**src/rtl/sp_array_pkg.sv**
```systemverilog
// Shared definitions for the single-port SRAM array arbiter.
//
// Contents:
//   SpDepth / SpAddrW / SpDataW - default geometry of the SRAM array
//   resp_t                      - read response record (data, err)
//   prio_e                      - round-robin priority pointer encoding
//   sp_in_range()               - address range check against a word count

package sp_array_pkg;

  localparam int unsigned SpDepth = 3072;
  localparam int unsigned SpAddrW = 12;
  localparam int unsigned SpDataW = 32;

  // Read response as seen on the response channel.
  typedef struct packed {
    logic [SpDataW-1:0] data;
    logic               err;
  } resp_t;

  // Which channel wins the next contended cycle.
  typedef enum logic {
    PrioRead  = 1'b0,
    PrioWrite = 1'b1
  } prio_e;

  // True when a word address lies inside an array of 'depth' words.
  function automatic logic sp_in_range(input logic [31:0] addr, input int unsigned depth);
    return addr < depth;
  endfunction

endpackage

```
**src/rtl/sp_array_resp_fifo.sv**
```systemverilog
// Two-entry first-word-fall-through FIFO holding read responses.
//
// An entry offered on the input while the FIFO is empty is visible on the
// output in the same cycle; if the consumer takes it, it is never stored.
// Otherwise it is stored and presented unchanged until popped.
//
// Ports:
//   clock, reset                 - clock and synchronous active-high reset
//   in_valid, in_ready           - enqueue handshake
//   in_data, in_err              - enqueued response payload
//   out_valid, out_ready         - dequeue handshake
//   out_data, out_err            - head-of-queue payload

module sp_array_resp_fifo #(
  parameter int unsigned DATA_W = 32
) (
  input  logic              clock,
  input  logic              reset,
  input  logic              in_valid,
  output logic              in_ready,
  input  logic [DATA_W-1:0] in_data,
  input  logic              in_err,
  output logic              out_valid,
  input  logic              out_ready,
  output logic [DATA_W-1:0] out_data,
  output logic              out_err
);

  logic [DATA_W-1:0] data_q [2];
  logic [1:0]        err_q;
  logic              wr_ptr_q;
  logic              rd_ptr_q;
  logic [1:0]        count_q, count_d;

  logic empty;
  logic bypass;
  logic store;
  logic pop;

  assign empty    = (count_q == 2'd0);
  assign in_ready = (count_q != 2'd2);

  // Empty FIFO with an arriving entry that is consumed at once: pass through.
  assign bypass = empty & in_valid & out_ready;
  assign store  = in_valid & in_ready & ~bypass;
  assign pop    = ~empty & out_ready;

  always_comb begin
    out_valid = ~empty | in_valid;
    out_data  = empty ? in_data : data_q[rd_ptr_q];
    out_err   = empty ? in_err  : err_q[rd_ptr_q];
  end

  always_comb begin
    count_d = count_q;
    case ({store, pop})
      2'b10:   count_d = count_q + 2'd1;
      2'b01:   count_d = count_q - 2'd1;
      default: count_d = count_q;
    endcase
  end

  always_ff @(posedge clock) begin
    if (reset) begin
      count_q  <= 2'd0;
      wr_ptr_q <= 1'b0;
      rd_ptr_q <= 1'b0;
    end else begin
      count_q <= count_d;
      if (store) begin
        wr_ptr_q <= ~wr_ptr_q;
      end
      if (pop) begin
        rd_ptr_q <= ~rd_ptr_q;
      end
    end
  end

  // Payload storage needs no reset; occupancy is tracked by count_q.
  always_ff @(posedge clock) begin
    if (store) begin
      data_q[wr_ptr_q] <= in_data;
      err_q[wr_ptr_q]  <= in_err;
    end
  end

endmodule

```
**src/rtl/sp_array_arbiter.sv**
```systemverilog
// Arbiter sharing one single-port RW SRAM (1-cycle read latency) between a
// read request channel and a write request channel, with a read response
// channel backed by a two-entry response FIFO.
//
// At most one SRAM access is issued per cycle. Reads are limited to two
// outstanding credits (in flight plus queued), so the response FIFO can
// never overflow. When both channels compete, a one-bit round-robin pointer
// picks the winner and then points at the loser. Out-of-range addresses never
// reach the SRAM: writes are dropped, reads return data 0 with err set.
//
// Ports:
//   clock, reset                           - clock, synchronous active-high reset
//   rd_req_valid/ready/addr                - read request channel
//   wr_req_valid/ready/addr/data           - write request channel
//   rd_resp_valid/ready/data/err           - read response channel
//   sram_addr/en/wmode/wdata, sram_rdata   - SRAM port

module sp_array_arbiter
  import sp_array_pkg::*;
#(
  parameter int unsigned DEPTH  = SpDepth,
  parameter int unsigned ADDR_W = SpAddrW,
  parameter int unsigned DATA_W = SpDataW
) (
  input  logic              clock,
  input  logic              reset,

  input  logic              rd_req_valid,
  output logic              rd_req_ready,
  input  logic [ADDR_W-1:0] rd_req_addr,

  input  logic              wr_req_valid,
  output logic              wr_req_ready,
  input  logic [ADDR_W-1:0] wr_req_addr,
  input  logic [DATA_W-1:0] wr_req_data,

  output logic              rd_resp_valid,
  input  logic              rd_resp_ready,
  output logic [DATA_W-1:0] rd_resp_data,
  output logic              rd_resp_err,

  output logic [ADDR_W-1:0] sram_addr,
  output logic              sram_en,
  output logic              sram_wmode,
  output logic [DATA_W-1:0] sram_wdata,
  input  logic [DATA_W-1:0] sram_rdata
);

  // Credits: reads in flight plus responses queued (0..2).
  logic [1:0] credits_q, credits_d;
  prio_e      prio_q, prio_d;

  // Read issued last cycle; its SRAM data (or error) is valid this cycle.
  logic pend_q, pend_d;
  logic pend_oob_q, pend_oob_d;

  logic rd_in_range;
  logic wr_in_range;
  logic resp_fire;
  logic rd_eligible;
  logic rd_cand;
  logic contended;
  logic rd_fire;
  logic wr_fire;

  logic              fifo_in_valid;
  logic              fifo_in_ready;
  logic [DATA_W-1:0] fifo_in_data;
  logic              fifo_in_err;
  logic              fifo_out_valid;
  logic              fifo_out_ready;
  logic [DATA_W-1:0] fifo_out_data;
  logic              fifo_out_err;

  assign rd_in_range = sp_in_range(32'(rd_req_addr), DEPTH);
  assign wr_in_range = sp_in_range(32'(wr_req_addr), DEPTH);

  // ---------------------------------------------------------------------------
  // Response side
  // ---------------------------------------------------------------------------

  assign rd_resp_valid  = fifo_out_valid & ~reset;
  assign rd_resp_data   = fifo_out_data;
  assign rd_resp_err    = fifo_out_err;
  assign fifo_out_ready = rd_resp_ready & ~reset;
  assign resp_fire      = rd_resp_valid & rd_resp_ready;

  // Out-of-range reads never touched the SRAM, so substitute zero data.
  assign fifo_in_valid = pend_q & ~reset & fifo_in_ready;
  assign fifo_in_data  = pend_oob_q ? '0 : sram_rdata;
  assign fifo_in_err   = pend_oob_q;

  sp_array_resp_fifo #(
    .DATA_W (DATA_W)
  ) u_resp_fifo (
    .clock     (clock),
    .reset     (reset),
    .in_valid  (fifo_in_valid),
    .in_ready  (fifo_in_ready),
    .in_data   (fifo_in_data),
    .in_err    (fifo_in_err),
    .out_valid (fifo_out_valid),
    .out_ready (fifo_out_ready),
    .out_data  (fifo_out_data),
    .out_err   (fifo_out_err)
  );

  // ---------------------------------------------------------------------------
  // Request arbitration
  // ---------------------------------------------------------------------------

  // A response leaving this cycle frees its credit for a read in the same
  // cycle. resp_fire depends only on registered state and rd_resp_ready, so
  // sram_rdata never reaches a ready.
  assign rd_eligible = (credits_q < 2'd2) | resp_fire;
  assign rd_cand     = rd_req_valid & rd_eligible;
  assign contended   = rd_cand & wr_req_valid;

  assign rd_req_ready = ~reset & rd_eligible & (~wr_req_valid | (prio_q == PrioRead));
  assign wr_req_ready = ~reset & (~rd_cand | (prio_q == PrioWrite));

  assign rd_fire = rd_req_valid & rd_req_ready;
  assign wr_fire = wr_req_valid & wr_req_ready;

  always_comb begin
    prio_d = prio_q;
    if (contended && !reset) begin
      prio_d = (prio_q == PrioRead) ? PrioWrite : PrioRead;
    end
  end

  always_comb begin
    credits_d = credits_q;
    case ({rd_fire, resp_fire})
      2'b10:   credits_d = credits_q + 2'd1;
      2'b01:   credits_d = credits_q - 2'd1;
      default: credits_d = credits_q;
    endcase
  end

  assign pend_d     = rd_fire;
  assign pend_oob_d = ~rd_in_range;

  // ---------------------------------------------------------------------------
  // SRAM port: idle outputs are held at zero
  // ---------------------------------------------------------------------------

  always_comb begin
    sram_en    = 1'b0;
    sram_wmode = 1'b0;
    sram_addr  = '0;
    sram_wdata = '0;
    if (rd_fire && rd_in_range) begin
      sram_en   = 1'b1;
      sram_addr = rd_req_addr;
    end else if (wr_fire && wr_in_range) begin
      sram_en    = 1'b1;
      sram_wmode = 1'b1;
      sram_addr  = wr_req_addr;
      sram_wdata = wr_req_data;
    end
  end

  // ---------------------------------------------------------------------------
  // State
  // ---------------------------------------------------------------------------

  always_ff @(posedge clock) begin
    if (reset) begin
      credits_q  <= 2'd0;
      prio_q     <= PrioRead;
      pend_q     <= 1'b0;
      pend_oob_q <= 1'b0;
    end else begin
      credits_q  <= credits_d;
      prio_q     <= prio_d;
      pend_q     <= pend_d;
      pend_oob_q <= pend_oob_d;
    end
  end

endmodule
```
**config.mk**
```make
export PLATFORM = sky130hd
export DESIGN_NAME = sp_array_arbiter
export DESIGN_NICKNAME = d
export VERILOG_FILES = /design/src/rtl/sp_array_pkg.sv /design/src/rtl/sp_array_resp_fifo.sv /design/src/rtl/sp_array_arbiter.sv
export SDC_FILE = /design/constraint.sdc
export NUM_CORES = 1
export LEC_CHECK = 0
export BUFFER_PORTS_ARGS = -buffer_cell sky130_fd_sc_hd__buf_2
export CAP_MARGIN = 5
export CORE_MARGIN = 2
export CORE_UTILIZATION = 43
export DETAILED_ROUTE_END_ITERATION = 7
export HOLD_SLACK_MARGIN = 0.08
export PLACE_DENSITY = 0.74
export SKIP_LAST_GASP = 1
export SLEW_MARGIN = 20
export SYNTH_ARGS = -nofsm -noshare
export SYNTH_HDL_FRONTEND = slang
export SYNTH_SLANG_ARGS = --single-unit
```
**constraint.sdc**
```tcl
create_clock -name clock -period 2.5 [get_ports clock]
set_clock_uncertainty 0.1 [all_clocks]
set_input_delay 0.25 -clock clock [delete_from_list [all_inputs] [get_ports clock]]
set_output_delay 0.25 -clock clock [all_outputs]
set_load 0.005 [all_outputs]
```
Word-level counts from Yosys, hierarchy flattened
Memory sizes are Yosys's and may differ from the RTL's. A register that Yosys moved wholly into a read port is not among the register bits. Cells that the tools add are included.

Bits in writable memories: 64. Input port bits: 93. Register bits: 11. Memories kept: 1.

$add $sub $neg: 4. Reduce and logical (&&, ||, !) cells: 8. Eq/ne operators: 5. $lt $le $gt $ge: 6. Mux-type cells: 22. Bitwise gates (word level): 30.

Memory list: u_resp_fifo.data_q (words 2, width 32, read ports 1, clocked after memory_dff 1, wr ports 1, line sp_array_resp_fifo.sv:29) `logic [DATA_W-1:0] data_q [2];`.

Operators by type and width (number): 32-bit two-way mux (4); 12-bit < comparator, second input constant (2); 12-bit two-way mux (2); 1-bit bitwise AND (17); 1-bit two-way mux (12); 1-bit inverter (9); 2-bit case mux with 2 select lines (2); 2-bit by 1-bit adder with 2-bit output, second input constant (2); 2-bit by 1-bit equality test with 1-bit output, second input constant (2); 2-bit equality test, second input constant (2); 1-bit logical AND (4); 1-bit by 2-bit < comparator with 1-bit output, second input constant (2); 1-bit OR (4); 2-bit nonzero test (2); 2-bit by 1-bit subtractor with 2-bit output, second input constant (2); 2-bit bitwise mux (1); 2-bit logical NOT (1); 2-bit < comparator, second input constant (1); 2-bit != test, second input constant (1); 1-bit demux with 1-bit select (1); 1-bit >= comparator, second input constant (1); 1-bit logical NOT (1).

Logic depth before layout (Yosys ltp)
Gate-level depths: netlist of run 1.

Word-level depth: 15. Depth in mapped cells: 8.

By module
A second synthesis of run 1 with hierarchy kept.

Cell total of the unflattened synthesis: 324. Area total of the unflattened synthesis: 3797.4 sq um.

Modules (own cells, without submodules): sp_array_resp_fifo (instances 1, cells an instance 204, area an instance 2889.0 sq um, sequential area each 2082.0 sq um); sp_array_arbiter (instances 1, cells an instance 120, area an instance 908.4 sq um, sequential area each 100.1 sq um).

Worst setup path after synthesis of run 1
OpenSTA, ideal clock, no wires.

Path type: register -> register. Start point: register u_resp_fifo.count_q[0]. End point: memory u_resp_fifo.data_q[0][0] (enable). Cell stages (with the launch flop): 3. Path buffers: 0. Arrival time: 2065 ps. Required time: 1977 ps. Setup slack: -89 ps. Setup time: 423 ps. Cells stage by stage: dfxtp_1 o211ai_1 nor2_1.

Longest elaborated chain between the ends: 8.

RTL lines: start: declaration (line sp_array_resp_fifo.sv:33) `logic [1:0] count_q, count_d;`; start signal: assignment (line sp_array_resp_fifo.sv:69) `count_q <= count_d;`; 2-bit != test (line sp_array_resp_fifo.sv:41) `assign in_ready = (count_q != 2'd2);`; 1-bit bitwise AND (line sp_array_arbiter.sv:89) `assign fifo_in_valid = pend_q & ~reset & fifo_in_ready;`; 1-bit bitwise AND (2 in series) (line sp_array_resp_fifo.sv:44) `assign bypass = empty & in_valid & out_ready;`; 1-bit inverter (line sp_array_resp_fifo.sv:45) `assign store = in_valid & in_ready & ~bypass;`; 1-bit bitwise AND (*) (line sp_array_resp_fifo.sv:45); 1-bit two-way mux (*) (line sp_array_resp_fifo.sv:81) `if (store) begin`; 1-bit two-way mux (not written as such) (*) (line sp_array_resp_fifo.sv:82) `data_q[wr_ptr_q] <= in_data;`; end: declaration (line sp_array_resp_fifo.sv:29).

Mark *: on every way between the ends. The rest lies on a longest branch, timed or not.

Worst setup path after layout of run 1
Start point: register u_resp_fifo.count_q[0]. End point: output rd_resp_data[29].

Longest elaborated chain between the ends: 2.

RTL lines: 2-bit logical NOT (line sp_array_resp_fifo.sv:40) `assign empty = (count_q == 2'd0);`; 32-bit two-way mux (line sp_array_resp_fifo.sv:50) `out_data = empty ? in_data : data_q[rd_ptr_q];`; end: declaration (line sp_array_arbiter.sv:39) `output logic [DATA_W-1:0] rd_resp_data,`.

Every way passes these cells.

==> impl_metrics.tcl, run 1 <==
set metrics [dict create \
    synth_area_um2 3801 \
    fin_nets 590 \
    rsz0062_at_grt "false" \
    cts_sinks 76 \
    peakVddDrop_v 0.0002671 \
    globalplace.congestion 0.9004 \
    die_area_um2 9608 \
    ant_nets 0 \
    maxSlewHeadroom_pct 54.70 \
    start_kind "register" \
    fmax_mhz 438.4 \
    synth_fa_ha_area_share_pct 0.6583 \
    cp.arrival_ns 1.93 \
    netlist_instances 325 \
    tightestPinTransition_ns 0.6765 \
    setup_viol 0 \
    route.detailed.drc 0 \
    power_switching_w 0.0006799 \
    outcome "finished, final reports clean" \
    ys_warn_count 0 \
    drv_slew 0 \
    critPathCaptureType "output pin" \
    worstSetupPathType "reg -> out" \
    clk_root_buffer_cell "clkbuf_8" \
    sw_frac_of_total_pct 25.58 \
    synthMuxAreaShare_pct 8.690 \
    wire_per_inst_um 15.95 \
    synth_top_family_by_area "simple AND/OR/NAND/NOR gates" \
    ys_ff_latch 76 \
    synthSimpleGateAreaFrac_pct 17.91 \
    cts_tree "yes" \
    grt_pass1_wl_mm 15.03 \
    via_count 3011 \
    required_ns 2.15 \
    p_seq_share_pct 53.4 \
    synth_compound_area_share_pct 10.11 \
    min_path_type "in -> reg" \
    synth-xor-area-share_pct 1.382 \
    fin_area_um2 4940 \
    rows 34 \
    clock_path_buffers 2 \
    intPower_w 0.001978 \
    drtIter0Drc 87 \
    grt_max_degree 67 \
    crit_fanout 66 \
    clk_latency_ns 0.33 \
    cellPowerDensity_nw_per_um2 538.0 \
    grt_util_all_layers_pct 20.10 \
    fillers 769 \
    areaGrowthSynthToFinish_pct 29.95 \
    combPwrFrac_pct 16.9 \
    syn_area_per_cell_um2 11.70 \
    dpl.hpwl_mm 7.000 \
    io_buffers 174 \
    initial_core_util_pct 44.02 \
    synth.distinct_cells 35 \
    grt_antenna_before_repair 2 \
    layout-drive-gt1-share_pct 43.20 \
    wirelength_mm 9.728 \
    core_um2 8636 \
    numCtsBuffers 9 \
    io_pins 175 \
    p_leak_nw 2.093 \
    clkPwrFrac_pct 29.6 \
    dieWidth_um 98.02 \
    ys_seq_area_share_pct 57.41 \
    htreeDepth 3 \
    path_clk_slew_ns 0.08 \
    grt_pass1_vias 3048 \
    overflow 0 \
    placed_cell_area_um2 4757 \
    post-route-min-period_ns 2.281 \
    fin_util_pct 57.20 \
    cap_violations 0 \
    postCtsHoldBufs 0 \
    via_per_inst 4.936 \
    hold_viol_final 0 \
    first_pass_iters 4 \
    die_h_um 98.02 \
    final.period_utilization_pct 91.23 \
    syn_nets 420 \
]
power groups by stage:
stage / Clock (W) / Combinational (W) / Sequential (W)
3_5_place_dp: 0 / 0.000450 / 0.00145
2_1_floorplan: 0 / 0.000246 / 0.00145
4_1_cts: 0.000822 / 0.000453 / 0.00142
5_1_grt: 0.000861 / 0.000506 / 0.00142
6_report: 0.000788 / 0.000450 / 0.00142
3_3_place_gp: 0 / 0.000442 / 0.00145
flip-flops by register name, indices dropped and copies added (netlist names), named ones only:
name and cells:
pend_q 1, credits_q 2, u_resp_fifo.rd_ptr_q 1, u_resp_fifo.data_q 64
u_resp_fifo.count_q 2, prio_q 1, u_resp_fifo.wr_ptr_q 1, u_resp_fifo.err_q 2
fifo_in_err 1
cell type report:
class,instances,area [um^2],area share (%)
Timing Repair Buffer,180,932.1,18.87
Inverter,6,22.52,0.4559
Sequential cell,76,2183,44.20
Tap cell,108,135.1,2.736
Antenna cell,2,5.005,0.1013
Clock inverter,7,42.54,0.8612
Multi-Input combinational cell,222,1495,30.27
Clock buffer,9,123.9,2.508
cell families (layout without fill, tap and decap cells):
| kind of cell | Yosys count | in the layout |
|---|---|---|
| buffers and inverters | 27 | 202 |
| adder cells (fa/ha/maj) | 2 | 2 |
| multiplexers | 33 | 33 |
| flip-flops | 76 | 76 |
| AO/OA/AOI/OAI | 58 | 58 |
| AND/OR/NAND/NOR | 123 | 123 |
| other | 0 | 2 |
| XOR/XNOR | 6 | 6 |
worst paths after layout:
check             slack [ns]  depth (start not counted)                    from                endpoint
hold reg to reg         0.44                          2            credits_q[1]            credits_q[1]
hold / removal          0.13                          3            wr_req_valid                  prio_q
setup reg to reg        0.37                          5  u_resp_fifo.count_q[1]  u_resp_fifo.count_q[1]
setup / recovery        0.22                          5  u_resp_fifo.count_q[0]        rd_resp_data[29]
synth_stat cells (all sizes together):
library cell	n	share of area, %
edfxtp	66	52
ha	2	0.66
and2	34	5.6
mux2i	33	8.7
dfxtp	10	5.3
xor2	2	0.46
o32ai	2	0.46
or2	2	0.33
buf	12	2.4
a22o	10	2.6
a31oi	1	0.16
nand2b	3	0.49
nor2b	33	5.4
o21ai	3	0.49
a31o	1	0.23
nand3b	1	0.20
a21oi	39	5.5
clkbuf	9	0.89
or3	2	0.33
and3	2	0.46
o211ai	1	0.20
o2111ai	1	0.39
nor2	43	4.2
nand4	1	0.16
or3b	1	0.23
xnor2	4	0.92
nor3	1	0.43
inv	6	0.59
through the flow:
step	worst slack, ns	hold slack [ns]	instances	TNS (ns)	power, W
final	0.2192	0.1329	610	0	0.002658
after global routing	0.03699	0.1338	610	0	0.002790
after CTS	0.07433	0.1133	608	0	0.002695
after detailed placement	0.3352	0.4165	592	0	0.001899
after global placement	0.4240	0.4032	592	0	0.001889
after floorplan	-0.08863	0.3025	325	-5.849	0.001692
critical path: stages, from the launching register on:
cell and delay, ns:
dfxtp_1 0.47, or2_2 0.17, buf_4 0.50, nor2_1 0.11
a21oi_1 0.17, buf_2 0.15
layer usage:
| layer | GRT usage [%] | part of all wire [%] | vias up |
|---|---|---|---|
| met3 | 5.655 | 7.2 | 10 |
| met1 | 23.51 | 39 | 1398 |
| met2 | 35.09 | 52 | 111 |
| met5 | 0 | 0 | - |
| met4 | 7.692 | 1.6 | 0 |
| li1 | - | - | 1492 |
cells in the final DEF (no fill, tap or decap), types with 2 or more instances in the layout:
cell type,n
buf_2,174
edfxtp_1,66
nor2_1,41
a21oi_1,37
and2_1,34
nor2b_1,33
mux2i_1,33
a22o_2,10
clkbuf_8,9
dfxtp_1,9
inv_1,5
xnor2_1,4
buf_4,4
nand2b_1,3
clkinv_1,3
clkinvlp_4,3
diode_2,2
or2_2,2
a21oi_4,2
nor2_4,2
o32ai_1,2
xor2_1,2
o21ai_0,2
or3_1,2
ha_1,2
what timing repair did:
action | in CTS | in global routing
endpoints found under the hold margin | 0 | 0
gates resized for setup | 0 | 2
setup endpoints to repair | 0 | 38
setup buffers | 0 | 0
(Power assumes the default switching activity.)
==> run 2: changes to the inputs <==
MAX_ROUTING_LAYER = met4   (was unset)
==> impl_metrics.tcl, run 2 (same netlist as run 1, synthesis figures left out) <==
set metrics [dict create \
    outcome "finished, final reports clean" \
    globalplace.congestion 0.9158 \
    wirelength_mm 9.716 \
    maxSlewHeadroom_pct 54.76 \
    worstSetupPathType "reg -> out" \
    rrSetupSlack_ns 0.38 \
    fmax_mhz 438.9 \
    path_cells "nor3_4, o21ai_2, and3_4, inv_2, a21oi_4, a22o_2, buf_2" \
    crit_fanout 11 \
    wire_per_inst_um 15.93 \
    layout-drive-gt1-share_pct 43.20 \
    placed_cell_area_um2 4757 \
    core_um2 8636 \
    path_clk_slew_ns 0.08 \
    cp.arrival_ns 1.93 \
    post-route-min-period_ns 2.278 \
    cp.depth 7 \
    route.detailed.drc 0 \
    via_count 2983 \
    clk_root_buffer_cell "clkbuf_8" \
    tightestPinTransition_ns 0.6756 \
    cp_slowest_cell "dfxtp_1" \
    grt_pass1_vias 3051 \
    holdPathStages 3 \
    critical_path.max_stage_delay_ns 0.47 \
    worst-path-buf-inv 2 \
    final_cell_mix "174 x buf_2, 66 x edfxtp_1, 41 x nor2_1, 37 x a21oi_1, 34 x and2_1" \
    hold_viol_final 0 \
    cap_violations 0 \
    critPathTopFamily "compound AO/OA/AOI/OAI gates" \
    drv_slew 0 \
    fin_util_pct 57.20 \
    dpl.hpwl_mm 7.000 \
    required_ns 2.15 \
    cellPowerDensity_nw_per_um2 538.5 \
    grt_antenna_before_repair 2 \
    die_h_um 98.02 \
    clock_path_buffers 2 \
    cts_tree "yes" \
    fin_nets 590 \
    via_per_inst 4.890 \
    top_register "u_resp_fifo.data_q" \
    fin_area_um2 4940 \
    drtIter0Drc 85 \
    rsz0062_at_grt "false" \
    io_pins 175 \
    io_buffers 174 \
    cts_sinks 76 \
    fillers 769 \
    p_leak_nw 2.093 \
    peakVddDrop_v 0.0002683 \
    overflow 0 \
    dieWidth_um 98.02 \
    start_kind "register" \
    grt_max_degree 67 \
    final.period_utilization_pct 91.13 \
    clk_latency_ns 0.34 \
    rows 34 \
    seq_area_um2 2183 \
    multi_input_area_um2 1495 \
    final_common_cell "buf_2" \
    initial_core_util_pct 44.02 \
    setup_viol 0 \
    reg2reg_depth 5 \
    min_path_type "in -> reg" \
    areaGrowthSynthToFinish_pct 29.95 \
    ant_nets 0 \
    first_pass_iters 4 \
    grt_pass1_wl_mm 15.04 \
    grt_util_all_layers_pct 20.78 \
    setup_tns_ns 0 \
    critPathCaptureType "output pin" \
    die_area_um2 9608 \
    largest_reg_flops 64 \
    numCtsBuffers 9 \
    htreeDepth 3 \
]
-- run 2: cell counts in the layout (fill, tap and decap cells not counted) --
Identical to the previous run, type by type.
-- run 2: area by class of cell --
class | count | share of cell area [%]
Multi-Input combinational cell | 222 | 30.27
Antenna cell | 2 | 0.1013
Inverter | 6 | 0.4559
Tap cell | 108 | 2.736
Clock inverter | 7 | 0.8612
Clock buffer | 9 | 2.508
Timing Repair Buffer | 180 | 18.87
Sequential cell | 76 | 44.20
-- run 2: where the power goes --
part / leakage (nW) / total [W] / internal (W) / switching [W]
sequential: 0.681 / 0.00142 / 0.00141 / 0.0000136
clock: 0.0744 / 0.000790 / 0.000353 / 0.000437
combinational: 1.34 / 0.000450 / 0.000218 / 0.000232
total: 2.09 / 0.00266 / 0.00198 / 0.000682
-- run 2: timing repair --
item                                   4_1_cts  5_1_grt
setup endpoints to repair                    0       39
hold buffers                                 0        0
endpoints found under the hold margin        0        0
resized for setup                            0        2
setup buffers                                0        0
-- run 2: path summary, 6_finish.rpt --
path / from / to
worst max register to register: u_resp_fifo.count_q[1] / u_resp_fifo.count_q[1]
worst max-delay path: u_resp_fifo.count_q[0] / sram_addr[1]
worst min-delay path: wr_req_valid / prio_q
worst min register to register: credits_q[1] / credits_q[1]
-- run 2: metal layers --
metal  part of all wire (%)  global-route usage (%)  wire length (um)
met5                      0                       -                 0
met4                    1.9                   7.692               187
met3                    6.8                   5.011               656
met2                     52                   35.04              5017
met1                     40                   24.17              3855
-- run 2: through the flow --
| stage | hold slack [ns] | power [W] | std cells | setup slack, ns |
|---|---|---|---|---|
| after global routing | 0.1311 | 0.002793 | 610 | 0.03005 |
| after detailed placement | 0.4165 | 0.001899 | 592 | 0.3352 |
| final | 0.1313 | 0.002660 | 610 | 0.2217 |
| after floorplan | 0.3025 | 0.001692 | 325 | -0.08863 |
| after CTS | 0.1133 | 0.002695 | 608 | 0.07433 |
| after global placement | 0.4032 | 0.001889 | 592 | 0.4240 |
-- run 2: worst reg2reg max path, delay by kind of cell, from the launching register on --
kind	cells	cell delay, ns
and+or+nand+nor	2	0.44
DFF	1	0.43
AOI/OAI and AO/OA	2	0.70
adders and majority gates	1	0.39
